### config.mk
export PLATFORM = sky130hd
export DESIGN_NAME = pipe_ifid_skid_flat
export DESIGN_NICKNAME = d
export VERILOG_FILES = /design/src/rtl/pipe_ifid_skid_if.sv /design/src/rtl/pipe_ifid_skid.sv /design/src/flat_wrapper.sv
export SDC_FILE = /design/constraint.sdc
export NUM_CORES = 1
export LEC_CHECK = 0
export BUFFER_PORTS_ARGS = -buffer_cell sky130_fd_sc_hd__clkbuf_2
export CAP_MARGIN = 5
export CORE_UTILIZATION = 57
export CTS_CLUSTER_SIZE = 28
export DETAILED_ROUTE_END_ITERATION = 6
export GPL_TIMING_DRIVEN = 0
export PLACE_DENSITY = 0.85
export REMOVE_ABC_BUFFERS = 1
export SYNTH_ARGS = -nofsm -noshare
export SYNTH_HDL_FRONTEND = slang
export SYNTH_SLANG_ARGS = --single-unit
### constraint.sdc
create_clock -name clk_i -period 6.4 [get_ports clk_i]
set_input_delay 1.28 -clock clk_i [delete_from_list [all_inputs] [get_ports clk_i]]
set_output_delay 1.28 -clock clk_i [all_outputs]
set_load 0.01 [all_outputs]
### src/rtl/pipe_ifid_skid_if.sv
// pipe_ifid_skid_if
//   Bundles the IF -> ID handshake, payload and status signals of the
//   IF/ID skid stage.
//   slave  : the stage itself (consumes IF entry + ID ready, drives the rest)
//   master : the surrounding pipeline (drives IF entry, flush, ID ready)
//
//   Handshake: an entry moves across a side on a rising clock edge exactly
//   when valid and ready are both high at that edge. A producer holding
//   valid high keeps its payload stable until the transfer happens. The
//   stage's ready is never a function of the consumer's ready.
interface pipe_ifid_skid_if #(
    parameter int PC_W    = 16,
    parameter int INSTR_W = 16,
    parameter int CNT_W   = 8
);
    logic               flush_i;
    logic               in_valid_i;
    logic               in_ready_o;
    logic [PC_W-1:0]    pc_i;
    logic [INSTR_W-1:0] instr_i;
    logic               out_valid_o;
    logic               out_ready_i;
    logic [PC_W-1:0]    pc_o;
    logic [INSTR_W-1:0] instr_o;
    logic               bubble_o;
    logic [1:0]         occ_o;
    logic [CNT_W-1:0]   drop_cnt_o;

    modport slave (
        input  flush_i, in_valid_i, pc_i, instr_i, out_ready_i,
        output in_ready_o, out_valid_o, pc_o, instr_o, bubble_o, occ_o,
        output drop_cnt_o
    );

    modport master (
        output flush_i, in_valid_i, pc_i, instr_i, out_ready_i,
        input  in_ready_o, out_valid_o, pc_o, instr_o, bubble_o, occ_o,
        input  drop_cnt_o
    );
endinterface

### src/rtl/pipe_ifid_skid.sv
// pipe_ifid_skid
//   Two-entry IF/ID pipeline register with a skid slot. The main register
//   drives the ID side; the skid register catches one extra entry when ID
//   stalls, so in_ready_o depends only on the stage's own state.
//   A flush either empties the stage (FLUSH_MODE 0) or replaces its contents
//   with a single bubble (FLUSH_MODE 1), and counts discarded valid entries
//   in a saturating counter.
// Ports:
//   clk_i  : clock, all state changes on rising edge
//   rst_i  : synchronous active-high reset
//   bus    : pipe_ifid_skid_if.slave (IF entry in, ID entry out, flush,
//            bubble flag, occupancy = FSM state, drop counter)
module pipe_ifid_skid #(
    parameter int                 PC_W       = 16,
    parameter int                 INSTR_W    = 16,
    parameter logic [INSTR_W-1:0] NOP_INSTR  = INSTR_W'(16'h0003),
    parameter bit                 FLUSH_MODE = 1'b1,
    parameter int                 CNT_W      = 8
) (
    input logic               clk_i,
    input logic               rst_i,
    pipe_ifid_skid_if.slave   bus
);
    // Encoding equals the number of held entries, so occ_o is the state.
    typedef enum logic [1:0] {
        EMPTY = 2'd0,
        ONE   = 2'd1,
        FULL  = 2'd2
    } state_t;

    localparam logic [CNT_W-1:0] CNT_MAX = {CNT_W{1'b1}};

    state_t             state, state_n;
    logic [PC_W-1:0]    main_pc, main_pc_n, skid_pc, skid_pc_n;
    logic [INSTR_W-1:0] main_instr, main_instr_n, skid_instr, skid_instr_n;
    logic               main_bub, main_bub_n;
    logic [CNT_W-1:0]   drop_cnt, drop_cnt_n;

    logic               in_ready, accept, fire;
    logic [2:0]         n_drop;
    logic [CNT_W+1:0]   drop_sum;

    assign in_ready = (state != FULL) && !rst_i;
    assign accept   = bus.in_valid_i && in_ready;
    assign fire     = (state != EMPTY) && bus.out_ready_i;

    // Entries lost to a flush: everything held that does not leave to ID
    // this cycle, plus whatever IF hands over in the same cycle.
    assign n_drop   = {1'b0, state} - {2'b00, fire} + {2'b00, accept};
    assign drop_sum = (CNT_W+2)'(drop_cnt) + (CNT_W+2)'(n_drop);

    always_comb begin
        state_n      = state;
        main_pc_n    = main_pc;
        main_instr_n = main_instr;
        main_bub_n   = main_bub;
        skid_pc_n    = skid_pc;
        skid_instr_n = skid_instr;
        drop_cnt_n   = drop_cnt;

        if (bus.flush_i) begin
            drop_cnt_n = (drop_sum > (CNT_W+2)'(CNT_MAX)) ? CNT_MAX
                                                          : drop_sum[CNT_W-1:0];
            if (FLUSH_MODE) begin
                state_n      = ONE;
                main_pc_n    = '0;
                main_instr_n = NOP_INSTR;
                main_bub_n   = 1'b1;
            end else begin
                state_n = EMPTY;
            end
        end else begin
            unique case (state)
                EMPTY: begin
                    if (accept) begin
                        state_n      = ONE;
                        main_pc_n    = bus.pc_i;
                        main_instr_n = bus.instr_i;
                        main_bub_n   = 1'b0;
                    end
                end
                ONE: begin
                    if (accept && fire) begin
                        main_pc_n    = bus.pc_i;
                        main_instr_n = bus.instr_i;
                        main_bub_n   = 1'b0;
                    end else if (accept) begin
                        state_n      = FULL;
                        skid_pc_n    = bus.pc_i;
                        skid_instr_n = bus.instr_i;
                    end else if (fire) begin
                        state_n = EMPTY;
                    end
                end
                FULL: begin
                    // Skid entries always come from IF, never a bubble.
                    if (fire) begin
                        state_n      = ONE;
                        main_pc_n    = skid_pc;
                        main_instr_n = skid_instr;
                        main_bub_n   = 1'b0;
                    end
                end
                default: state_n = EMPTY;
            endcase
        end
    end

    always_ff @(posedge clk_i) begin
        if (rst_i) begin
            state      <= EMPTY;
            main_pc    <= '0;
            main_instr <= NOP_INSTR;
            main_bub   <= 1'b0;
            skid_pc    <= '0;
            skid_instr <= NOP_INSTR;
            drop_cnt   <= '0;
        end else begin
            state      <= state_n;
            main_pc    <= main_pc_n;
            main_instr <= main_instr_n;
            main_bub   <= main_bub_n;
            skid_pc    <= skid_pc_n;
            skid_instr <= skid_instr_n;
            drop_cnt   <= drop_cnt_n;
        end
    end

    assign bus.in_ready_o  = in_ready;
    assign bus.out_valid_o = (state != EMPTY);
    assign bus.pc_o        = main_pc;
    assign bus.instr_o     = main_instr;
    assign bus.bubble_o    = main_bub;
    assign bus.occ_o       = state;
    assign bus.drop_cnt_o  = drop_cnt;
endmodule

### src/flat_wrapper.sv
// flat-port wrapper written by rule: the top's interface ports become plain ports
module pipe_ifid_skid_flat 
#(
    parameter int                 PC_W       = 16,
    parameter int                 INSTR_W    = 16,
    parameter logic [INSTR_W-1:0] NOP_INSTR  = INSTR_W'(16'h0003),
    parameter bit                 FLUSH_MODE = 1'b1,
    parameter int                 CNT_W      = 8
)
  (clk_i, rst_i, bus_flush_i, bus_in_valid_i, bus_pc_i, bus_instr_i, bus_out_ready_i, bus_in_ready_o, bus_out_valid_o, bus_pc_o, bus_instr_o, bus_bubble_o, bus_occ_o, bus_drop_cnt_o);
  pipe_ifid_skid_if #(.PC_W(PC_W), .INSTR_W(INSTR_W), .CNT_W(CNT_W)) bus_i ();
  input logic clk_i;
  input logic rst_i;
  input wire logic [$bits(bus_i.flush_i)-1:0] bus_flush_i;
  input wire logic [$bits(bus_i.in_valid_i)-1:0] bus_in_valid_i;
  input wire logic [$bits(bus_i.pc_i)-1:0] bus_pc_i;
  input wire logic [$bits(bus_i.instr_i)-1:0] bus_instr_i;
  input wire logic [$bits(bus_i.out_ready_i)-1:0] bus_out_ready_i;
  output wire logic [$bits(bus_i.in_ready_o)-1:0] bus_in_ready_o;
  output wire logic [$bits(bus_i.out_valid_o)-1:0] bus_out_valid_o;
  output wire logic [$bits(bus_i.pc_o)-1:0] bus_pc_o;
  output wire logic [$bits(bus_i.instr_o)-1:0] bus_instr_o;
  output wire logic [$bits(bus_i.bubble_o)-1:0] bus_bubble_o;
  output wire logic [$bits(bus_i.occ_o)-1:0] bus_occ_o;
  output wire logic [$bits(bus_i.drop_cnt_o)-1:0] bus_drop_cnt_o;
  assign bus_i.flush_i = bus_flush_i;
  assign bus_i.in_valid_i = bus_in_valid_i;
  assign bus_i.pc_i = bus_pc_i;
  assign bus_i.instr_i = bus_instr_i;
  assign bus_i.out_ready_i = bus_out_ready_i;
  assign bus_in_ready_o = bus_i.in_ready_o;
  assign bus_out_valid_o = bus_i.out_valid_o;
  assign bus_pc_o = bus_i.pc_o;
  assign bus_instr_o = bus_i.instr_o;
  assign bus_bubble_o = bus_i.bubble_o;
  assign bus_occ_o = bus_i.occ_o;
  assign bus_drop_cnt_o = bus_i.drop_cnt_o;
  pipe_ifid_skid #(.PC_W(PC_W), .INSTR_W(INSTR_W), .NOP_INSTR(NOP_INSTR), .FLUSH_MODE(FLUSH_MODE), .CNT_W(CNT_W)) u_core (.clk_i(clk_i), .rst_i(rst_i), .bus(bus_i));
endmodule
==> reports/metrics.cfg <==
[clocking]
path_clk_slew_ns = 0.07
clkLatencyLatePin_ns = 0.35
cts_tree = yes
cts_setup_buffers = 0
cts_max_level = 3
cts_buffers = 9
cts_root_buffer = clkbuf_8
hold_buffers = 0
clock_path_buffers = 2
ctsResizeCount = 0
cts.sinks = 75

[global_route]
grt_overflow = 0
top_usage_layer = met2
antenna_found_initial = 0
met3_usage_pct = 5.465
grt_pass1_vias = 2704
grt_max_degree = 49
grt_use_met2_pct = 43.25
grt_util_all_layers_pct = 25.10
use_met1_pct = 29.56
grt_pass1_wl_mm = 11.97

[setup_path]
start_kind = primary input
critical_path_required_ns = 6.66
critPathArrivalTime_ns = 4.19
crit_fanout = 48
criticalPathCategory = in -> reg
endpoint_kind = flip-flop

[pwr]
power.share.clock_pct = 40.6
irDropWorstVdd_mv = 0.1373
netSwitchingFraction_pct = 24.07
p_seq_share_pct = 49.1
leakage_nw = 1.765
intPower_mw = 0.7519
p_per_area_nw_per_um2 = 249.4
p_total_mw = 0.9903
p_comb_share_pct = 10.3
power.switching_mw = 0.2384

[routing]
drt_iter0_markers = 128
routed-via-count = 2781
ant_nets = 0
wl_per_cell_um = 14.01
routed_wl_mm = 7.119
route.detailed.drc = 0
viasPerCell = 5.474
dr.pass1.iters = 4

[timing]
finalCritPeriodShare_pct = 61.47
rsz0062_at_grt = no
clock_skew_ns = 0.01216
fin_crit_ns = 3.934
final-setup-viol-count = 0
whs_ns = 0.4557
hold_viol_final = 0
worst_slew_pin_slew_ns = 1.107
fin_setup_tns_ns = 0
slew_headroom_pct = 26.19
fmax_mhz = 254.2
finalMaxSlewViolations = 0

[finish]
final_area_um2 = 3971
seq_area_um2 = 1501
fillers = 436
fin_util_pct = 71.68
area_growth_pct = 20.36
final_nets = 474
multi_input_area_um2 = 1635
drive_above_1_share_pct = 28.67
final_cell_mix = clkbuf_2 (81), dfxtp_1 (75), nand2_1 (71), a21oi_1 (37)
antenna_cells = 0
final_common_cell = clkbuf_2

[floorplanning]
dieWidth_um = 78.08
initial_utilization_pct = 59.55
rows = 27
chipHeight_um = 78.08
ios = 82
core-area_um2 = 5540
dieArea_um2 = 6096

[placement]
place.gp.congestion = 0.7669
dp_hpwl_mm = 4.770
place_area_um2 = 3752
port_buffers = 81

[synth]
seq_area_frac_synth_pct = 45.51
synth.avg_cell_area_um2 = 9.089
syn_area_um2 = 3299
synth_area_leader_cell = dfxtp_1
synth-edff-count = 0
synth.top_cell.area_share_pct = 45.51
synth_warnings = 0
synthFlopType = dfxtp_1
ys_ff_latch = 75
async_reset_ff_share_pct = 0
synth_area_leaders = dfxtp_1 (46%), mux2i_1 (10%), nand2_1 (8.1%), a211oi_2 (7.6%), a21oi_1 (5.6%)
synth_cells = 363
post_synth_num_cell_types = 32

[min_path]
worst_hold_path_type = reg -> reg

[outcome]
status = complete, no violations

[job]
drv_cap = 0

-- worst paths after layout --
path | start | cells after the start | to | slack (ns)
min | u_core.skid_instr[8]$_SDFFE_PP0P_ | 2 | u_core.skid_instr[8]$_SDFFE_PP0P_ | 0.46
max reg2reg | u_core.bus.occ_o[1]$_SDFFE_PP0P_ | 10 | u_core.bus.drop_cnt_o[2]$_SDFFE_PP0P_ | 3.12
min reg2reg | u_core.skid_instr[8]$_SDFFE_PP0P_ | 2 | u_core.skid_instr[8]$_SDFFE_PP0P_ | 0.46
max | rst_i | 10 | u_core.bus.drop_cnt_o[2]$_SDFFE_PP0P_ | 2.47
-- critical path: stages --
cell and delay, ns:
clkbuf_2 0.69, and3b_1 0.27, ha_1 0.18, fa_1 0.51, inv_1 0.07, fa_1 0.41
nand2b_1 0.22, a21oi_1 0.22, nand2_1 0.17, a31oi_1 0.16
-- cells by family (layout without fill, tap and decap cells) --
logic type               Yosys count  in the layout  share of synthesized area, %
buffers and inverters             34            107                         5.423
XOR/XNOR                           4              4                         1.062
adder cells (fa/ha/maj)            6              6                         2.730
flip-flops                        75             75                         45.51
AO/OA/AOI/OAI                     80             80                         18.20
AND/OR/NAND/NOR                  131            131                         17.07
multiplexers                      33             33                         10.01
-- Yosys cell counts, drive strengths merged, types with 2 or more instances --
library cell and instances:
nand3 3, or2 2, clkbuf 8, mux2i 33, nand2b 5, nand2 71
xnor2 4, a21oi 37, a211oi 33, nor2 33, dfxtp 75, fa 2
a31oi 5, nor2b 3, inv 6, nand3b 3, o21ai 2, nor3 7
ha 4, buf 20
-- stage by stage --
step           std cells  setup slack (ns)
5_1_grt              508             2.228
3_5_place_dp         492             2.105
2_1_floorplan        335             2.732
4_1_cts              508             2.449
3_3_place_gp         488             1.421
6_report             508             2.466
-- sequential cells by signal (all words and copies together) (netlist names) --
name	count
u_core.bus.pc_o	16
u_core.skid_pc	16
u_core.bus.occ_o	2
u_core.bus.bubble_o	1
u_core.bus.drop_cnt_o	8
u_core.bus.instr_o	16
u_core.skid_instr	16
-- power by group through the flow --
| stage | Combinational, mW | Sequential (mW) | Clock, mW |
|---|---|---|---|
| CTS | 0.103 | 0.486 | 0.411 |
| detailed placement | 0.103 | 0.497 | 0 |
| global placement | 0.0948 | 0.496 | 0 |
| finish | 0.102 | 0.486 | 0.402 |
| floorplan | 0.0526 | 0.500 | 0 |
| global route | 0.114 | 0.487 | 0.428 |
-- final cells by class --
cell class	count	area share, %
Multi-Input combinational cell	254	41.18
Sequential cell	75	37.81
Timing Repair Buffer	85	12.67
Inverter	6	0.5671
Clock buffer	12	3.655
Clock inverter	4	1.859
Tap cell	72	2.268
-- metal layers --
metal / share of wire (%) / routed length, um / vias up
li1: - / - / 1378
met1: 43 / 3054 / 1321
met2: 51 / 3599 / 71
met3: 4.8 / 340 / 11
met4: 1.7 / 124 / 0
met5: 0 / 0 / -
(Power assumes the default switching activity.)
